File: src/rtl/puf_chal_seq.sv
// Challenge sequencer: steps the challenge LFSR STRIDE times per challenge and presents it.
// Optional LFSR lock-up detection is enabled by defining PUF_CHAL_SEQ_ZERO_CHK_EN.
module puf_chal_seq #(
    parameter int STRIDE = 1,
    parameter int CNT_W  = 16
) (
    input  logic             clk,
    input  logic             rst_n,
    input  logic             start,
    input  logic             abort,
    input  logic [CNT_W-1:0] num_chal,
    input  logic [127:0]     lfsr_stage,
    output logic             lfsr_en,
    output logic [127:0]     chal,
    output logic             chal_valid,
    input  logic             chal_ready,
    output logic [CNT_W-1:0] chal_idx,
    output logic             busy,
    output logic             done,
    output logic             err
);

    typedef enum logic [2:0] {
        S_IDLE,
        S_STEP,
        S_LOAD,
        S_PRESENT,
        S_DONE
    } state_t;

    localparam int SW = (STRIDE > 1) ? $clog2(STRIDE) : 1;
    localparam logic [SW-1:0] STEP_INIT = SW'(STRIDE - 1);

    state_t           state_q, state_d;
    logic [CNT_W-1:0] rem_q, rem_d;
    logic [CNT_W-1:0] idx_q, idx_d;
    logic [SW-1:0]    step_q, step_d;
    logic [127:0]     chal_q, chal_d;
    logic             valid_q, valid_d;

`ifdef PUF_CHAL_SEQ_ZERO_CHK_EN
    logic err_q, err_d;
    logic lock_up;

    assign lock_up = (lfsr_stage == '0);
`endif

    always_comb begin
        state_d = state_q;
        rem_d   = rem_q;
        idx_d   = idx_q;
        step_d  = step_q;
        chal_d  = chal_q;
        valid_d = valid_q;
`ifdef PUF_CHAL_SEQ_ZERO_CHK_EN
        err_d   = err_q;
`endif
        unique case (state_q)
            S_IDLE: begin
                if (start) begin
`ifdef PUF_CHAL_SEQ_ZERO_CHK_EN
                    err_d = 1'b0;
`endif
                    if (num_chal != '0) begin
                        rem_d   = num_chal;
                        idx_d   = '0;
                        step_d  = STEP_INIT;
                        state_d = S_STEP;
                    end else begin
                        state_d = S_DONE;
                    end
                end
            end
            S_STEP: begin
                if (step_q == '0) begin
                    state_d = S_LOAD;
                end else begin
                    step_d = step_q - SW'(1);
                end
            end
            S_LOAD: begin
`ifdef PUF_CHAL_SEQ_ZERO_CHK_EN
                if (lock_up) begin
                    err_d   = 1'b1;
                    state_d = S_DONE;
                end else begin
                    chal_d  = lfsr_stage;
                    valid_d = 1'b1;
                    state_d = S_PRESENT;
                end
`else
                chal_d  = lfsr_stage;
                valid_d = 1'b1;
                state_d = S_PRESENT;
`endif
            end
            S_PRESENT: begin
                if (valid_q && chal_ready) begin
                    valid_d = 1'b0;
                    rem_d   = rem_q - CNT_W'(1);
                    if (rem_q == CNT_W'(1)) begin
                        state_d = S_DONE;
                    end else begin
                        idx_d   = idx_q + CNT_W'(1);
                        step_d  = STEP_INIT;
                        state_d = S_STEP;
                    end
                end
            end
            S_DONE: begin
                state_d = S_IDLE;
            end
            default: begin
                state_d = S_IDLE;
            end
        endcase
        // abort overrides every transition outside IDLE
        if (abort && (state_q != S_IDLE)) begin
            state_d = S_IDLE;
            valid_d = 1'b0;
        end
    end

    always_ff @(posedge clk or negedge rst_n) begin
        if (!rst_n) begin
            state_q <= S_IDLE;
            rem_q   <= '0;
            idx_q   <= '0;
            step_q  <= '0;
            chal_q  <= '0;
            valid_q <= 1'b0;
        end else begin
            state_q <= state_d;
            rem_q   <= rem_d;
            idx_q   <= idx_d;
            step_q  <= step_d;
            chal_q  <= chal_d;
            valid_q <= valid_d;
        end
    end

`ifdef PUF_CHAL_SEQ_ZERO_CHK_EN
    always_ff @(posedge clk or negedge rst_n) begin
        if (!rst_n) begin
            err_q <= 1'b0;
        end else begin
            err_q <= err_d;
        end
    end

    assign err = err_q;
`else
    assign err = 1'b0;
`endif

    assign lfsr_en    = (state_q == S_STEP);
    assign busy       = (state_q != S_IDLE);
    assign done       = (state_q == S_DONE);
    assign chal       = chal_q;
    assign chal_valid = valid_q;
    assign chal_idx   = idx_q;

endmodule

File: config.mk
export PLATFORM = sky130hd
export DESIGN_NAME = puf_chal_seq
export DESIGN_NICKNAME = d
export VERILOG_FILES = /design/src/rtl/puf_chal_seq.sv
export SDC_FILE = /design/constraint.sdc
export NUM_CORES = 1
export LEC_CHECK = 0
export CAP_MARGIN = 30
export CORE_MARGIN = 5
export CORE_UTILIZATION = 39
export DETAILED_ROUTE_END_ITERATION = 8
export HOLD_SLACK_MARGIN = 0.15
export PLACE_DENSITY_LB_ADDON = 0.3
export SETUP_SLACK_MARGIN = 0.05
export SKIP_CTS_REPAIR_TIMING = 1
export SLEW_MARGIN = 20
export SYNTH_ARGS = -nofsm -noshare
export SYNTH_HDL_FRONTEND = slang
export SYNTH_SLANG_ARGS = --single-unit
File: constraint.sdc
create_clock -name clk -period 2.24 [get_ports clk]
set_input_delay 0.448 -clock clk [delete_from_list [all_inputs] [get_ports clk]]
set_output_delay 0.448 -clock clk [all_outputs]
set_load 0.005 [all_outputs]
==> flow_summary.yaml <==
outcome:
  run_status: "complete, no violations"
floorplan:
  fp-row-count: 48
  initial_utilization_pct: 39.9
  floorplan.die_area_um2: 20500
  die_y_um: 143
  design.core.area_um2: 17400
  io_pins: 298
  die_x_um: 143
place:
  buffer_ports.inserted: 296
  place_congestion: 0.909
  place_hpwl_um: 17200
  placed_cells: 1053
critical_path:
  worst-r2r-setup-slack_ps: 120
  cp-start-kind: "register"
  slowest_cell_on_the_critical_path: "clkdlybuf4s50_1"
  timing.critical_path.max_delay_family: "buffers and inverters"
  worstSetupEndpointType: "primary output"
  worstPathCellList: "inv_2, and3_1, clkdlybuf4s50_1"
  path_max_fanout: 7
  critical_path.reg2reg.startpoint: "rem_q[10]"
  critical_path.startpoint: "state_q[0]"
  setup.worst_path.class: "register to primary output"
  critical_path_arrival_ps: 1670
  reg2regPathDepth: 6
  path_buf_inv: 2
  worst-endpoint-required_ps: 1790
  critPathMaxStageDelay_ps: 520
  end_of_the_worst_register_to_register_path: "chal_idx[11]"
pwr:
  ir_drop_mv: 0.572
  power_density_nw_per_um2: 1130
  p_leak_nw: 4.46
  post-layout-total-power_mw: 12.5
clock_tree:
  clock_sink_count: 164
  worst_setup_hold_path_clk_slew_ps: 60
  clock_tree_from_tritoncts: "built"
  tritoncts.num_buffers: 17
  root_buffer: "clkbuf_16"
  clock_tree.buffer_depth: 2
  htree_levels: 4
  clock_latency_ps: 420
timing:
  grt_setup_unrepaired: "true"
  final.hold.worst_slack_ps: 481
  final_hold_viol_count: 0
  finalClockSkew_ps: 12.4
  finalCriticalPeriod_ps: 2120
  fmax_mhz: 472
  finalMaxSlewViolations: 0
  final_min_period_over_clock_period_pct: 94.6
  tns_ps: 0
  setup_viol: 0
yosys:
  synthesis.nets: 673
  synth.most_common_cell: "dfrtp_1"
  ys.warnings.count: 0
  synth.top_cells.by_area: "dfrtp_1 59%, mux2_1 19%, a21oi_1 2.0%, mux2_2 2.0%, nand2_1 1.3%"
  synth_common_cells: "164 x dfrtp_1, 116 x mux2_1, 28 x a21oi_1"
  mappedNetlistArea_um2: 6930
  synth-edff-count: 0
  synth_seq_cells: 164
  synth.avg_cell_area_um2: 13.3
  ys_async_rst_share_pct: 100
  yosys_most_used_dff: "dfrtp_1"
  synth_top_cell_by_area: "dfrtp_1"
  seq_area_frac_synth_pct: 59.2
  synthesis.instances: 521
  yosysUniqueCellTypes: 57
  post-synth-top-area-fraction_pct: 59.2
routing:
  route.detailed.drc: 0
  postRouteWirelength_um: 21800
  detail_route.iter0.violations: 182
  num_vias: 5669
  drt_pass1_iterations: 4
  wire_per_inst_um: 19.9
  viasPerCell: 5.18
  drtAntennaViolNets: 0
cells_and_area:
  post-route-util_pct: 63.9
  final_net_count: 1006
  layoutNonFillerInstCount: 1095
  layout-area-overhead-vs-synth_pct: 60.0
  drive_above_1_share_pct: 12.0
  final.fill_count: 1312
hold_path:
  min-delay-path-class: "register to register"
  hold_path_depth: 1
  holdCritStartpoint: "chal[46]"
  worst_hold_path.endpoint: "chal[46]"
job:
  cap_viol_max_count: 0
global_route:
  pin_count_of_the_biggest_net_entering_global_routing: 44
  global_route.overflow_total: 0
  first_global_vias: 5888
  antenna_found_initial: 2
  grt_util_all_layers_pct: 20.7
  grt_pass1_wl_um: 32900
## worst max-delay path by stage
stage | to | slack, ps | cells after the start
2_1_floorplan | chal_idx[7] | 290 | 6
3_3_place_gp | rem_q[12] | 20 | 8
3_5_place_dp | rem_q[12] | -30 | 8
4_1_cts | busy | 20 | 3
5_1_grt | chal_idx[2] | 40 | 6
6_report | done | 120 | 3
## logic make-up after synthesis
group	count (synthesis)	synth area share, %
DFF	164	59.2
muxes	129	21.0
and+or+nand+nor	98	8.11
AOI/OAI and AO/OA	93	8.92
buffers and inverters	33	2.17
adders and majority gates	3	0.542
other	1	0.0541
## registers in the layout, summed over array words and instances (netlist names)
signal / flops
chal_idx: 16
chal: 128
rem_q: 16
state_q: 3
chal_valid: 1
## layer usage
metal  vias to the layer above  track usage (%)  share of wire, %
met5                         -                0                 0
met4                         0             7.43               2.9
met3                        36             5.22               7.0
met2                       239             36.5                52
met1                      2792             24.4                38
li1                       2602                -                 -
## power by group
group	total (mW)	switching [mW]	internal, mW
logic	4.65	1.61	3.04
registers	4.93	0.725	4.20
clock network	2.92	1.24	1.67
## per-stage QoR
| stage | worst slack, ps | area [µm²] |
|---|---|---|
| 6_report | 121 | 11100 |
| 2_1_floorplan | 290 | 6930 |
| 5_1_grt | 38.4 | 11100 |
| 4_1_cts | 15.6 | 11000 |
| 3_5_place_dp | -27.2 | 10400 |
| 3_3_place_gp | 16.5 | 10400 |
## area by class of cell
class                      count  area (µm²)  area share (%)
timing repair buffer         335        3350            30.3
multi-input combinational    325        2690            24.3
clock inverter                15         171            1.55
inverter                      11        43.8           0.395
clock buffer                  17         425            3.84
sequential                   164        4110            37.1
antenna                        3        7.51          0.0677
tap                          225         282            2.54
## cell usage in the layout, fill, tap and decap left out, types with 4 or more instances in the layout
cell | synthesis | routed
nand4_1 | 7 | 7
buf_4 | 1 | 30
nor2_1 | 12 | 12
o22ai_1 | 10 | 10
o21a_1 | 5 | 5
inv_6 | 0 | 4
o22a_1 | 4 | 4
nor3_1 | 6 | 4
mux2_1 | 116 | 116
o21ai_0 | 10 | 10
nor4_1 | 9 | 9
or4_1 | 8 | 8
dfrtp_1 | 164 | 160
o31ai_1 | 8 | 8
nand2_1 | 24 | 24
buf_12 | 0 | 7
dfrtp_2 | 0 | 4
mux2_2 | 12 | 12
a21oi_1 | 28 | 28
o21ai_1 | 6 | 6
nor3_2 | 2 | 4
clkdlybuf4s50_1 | 0 | 294
inv_1 | 9 | 9
clkbuf_16 | 0 | 17
nand3_1 | 10 | 10
a31oi_1 | 4 | 4
Note: power is estimated with default switching activity, not from simulation.
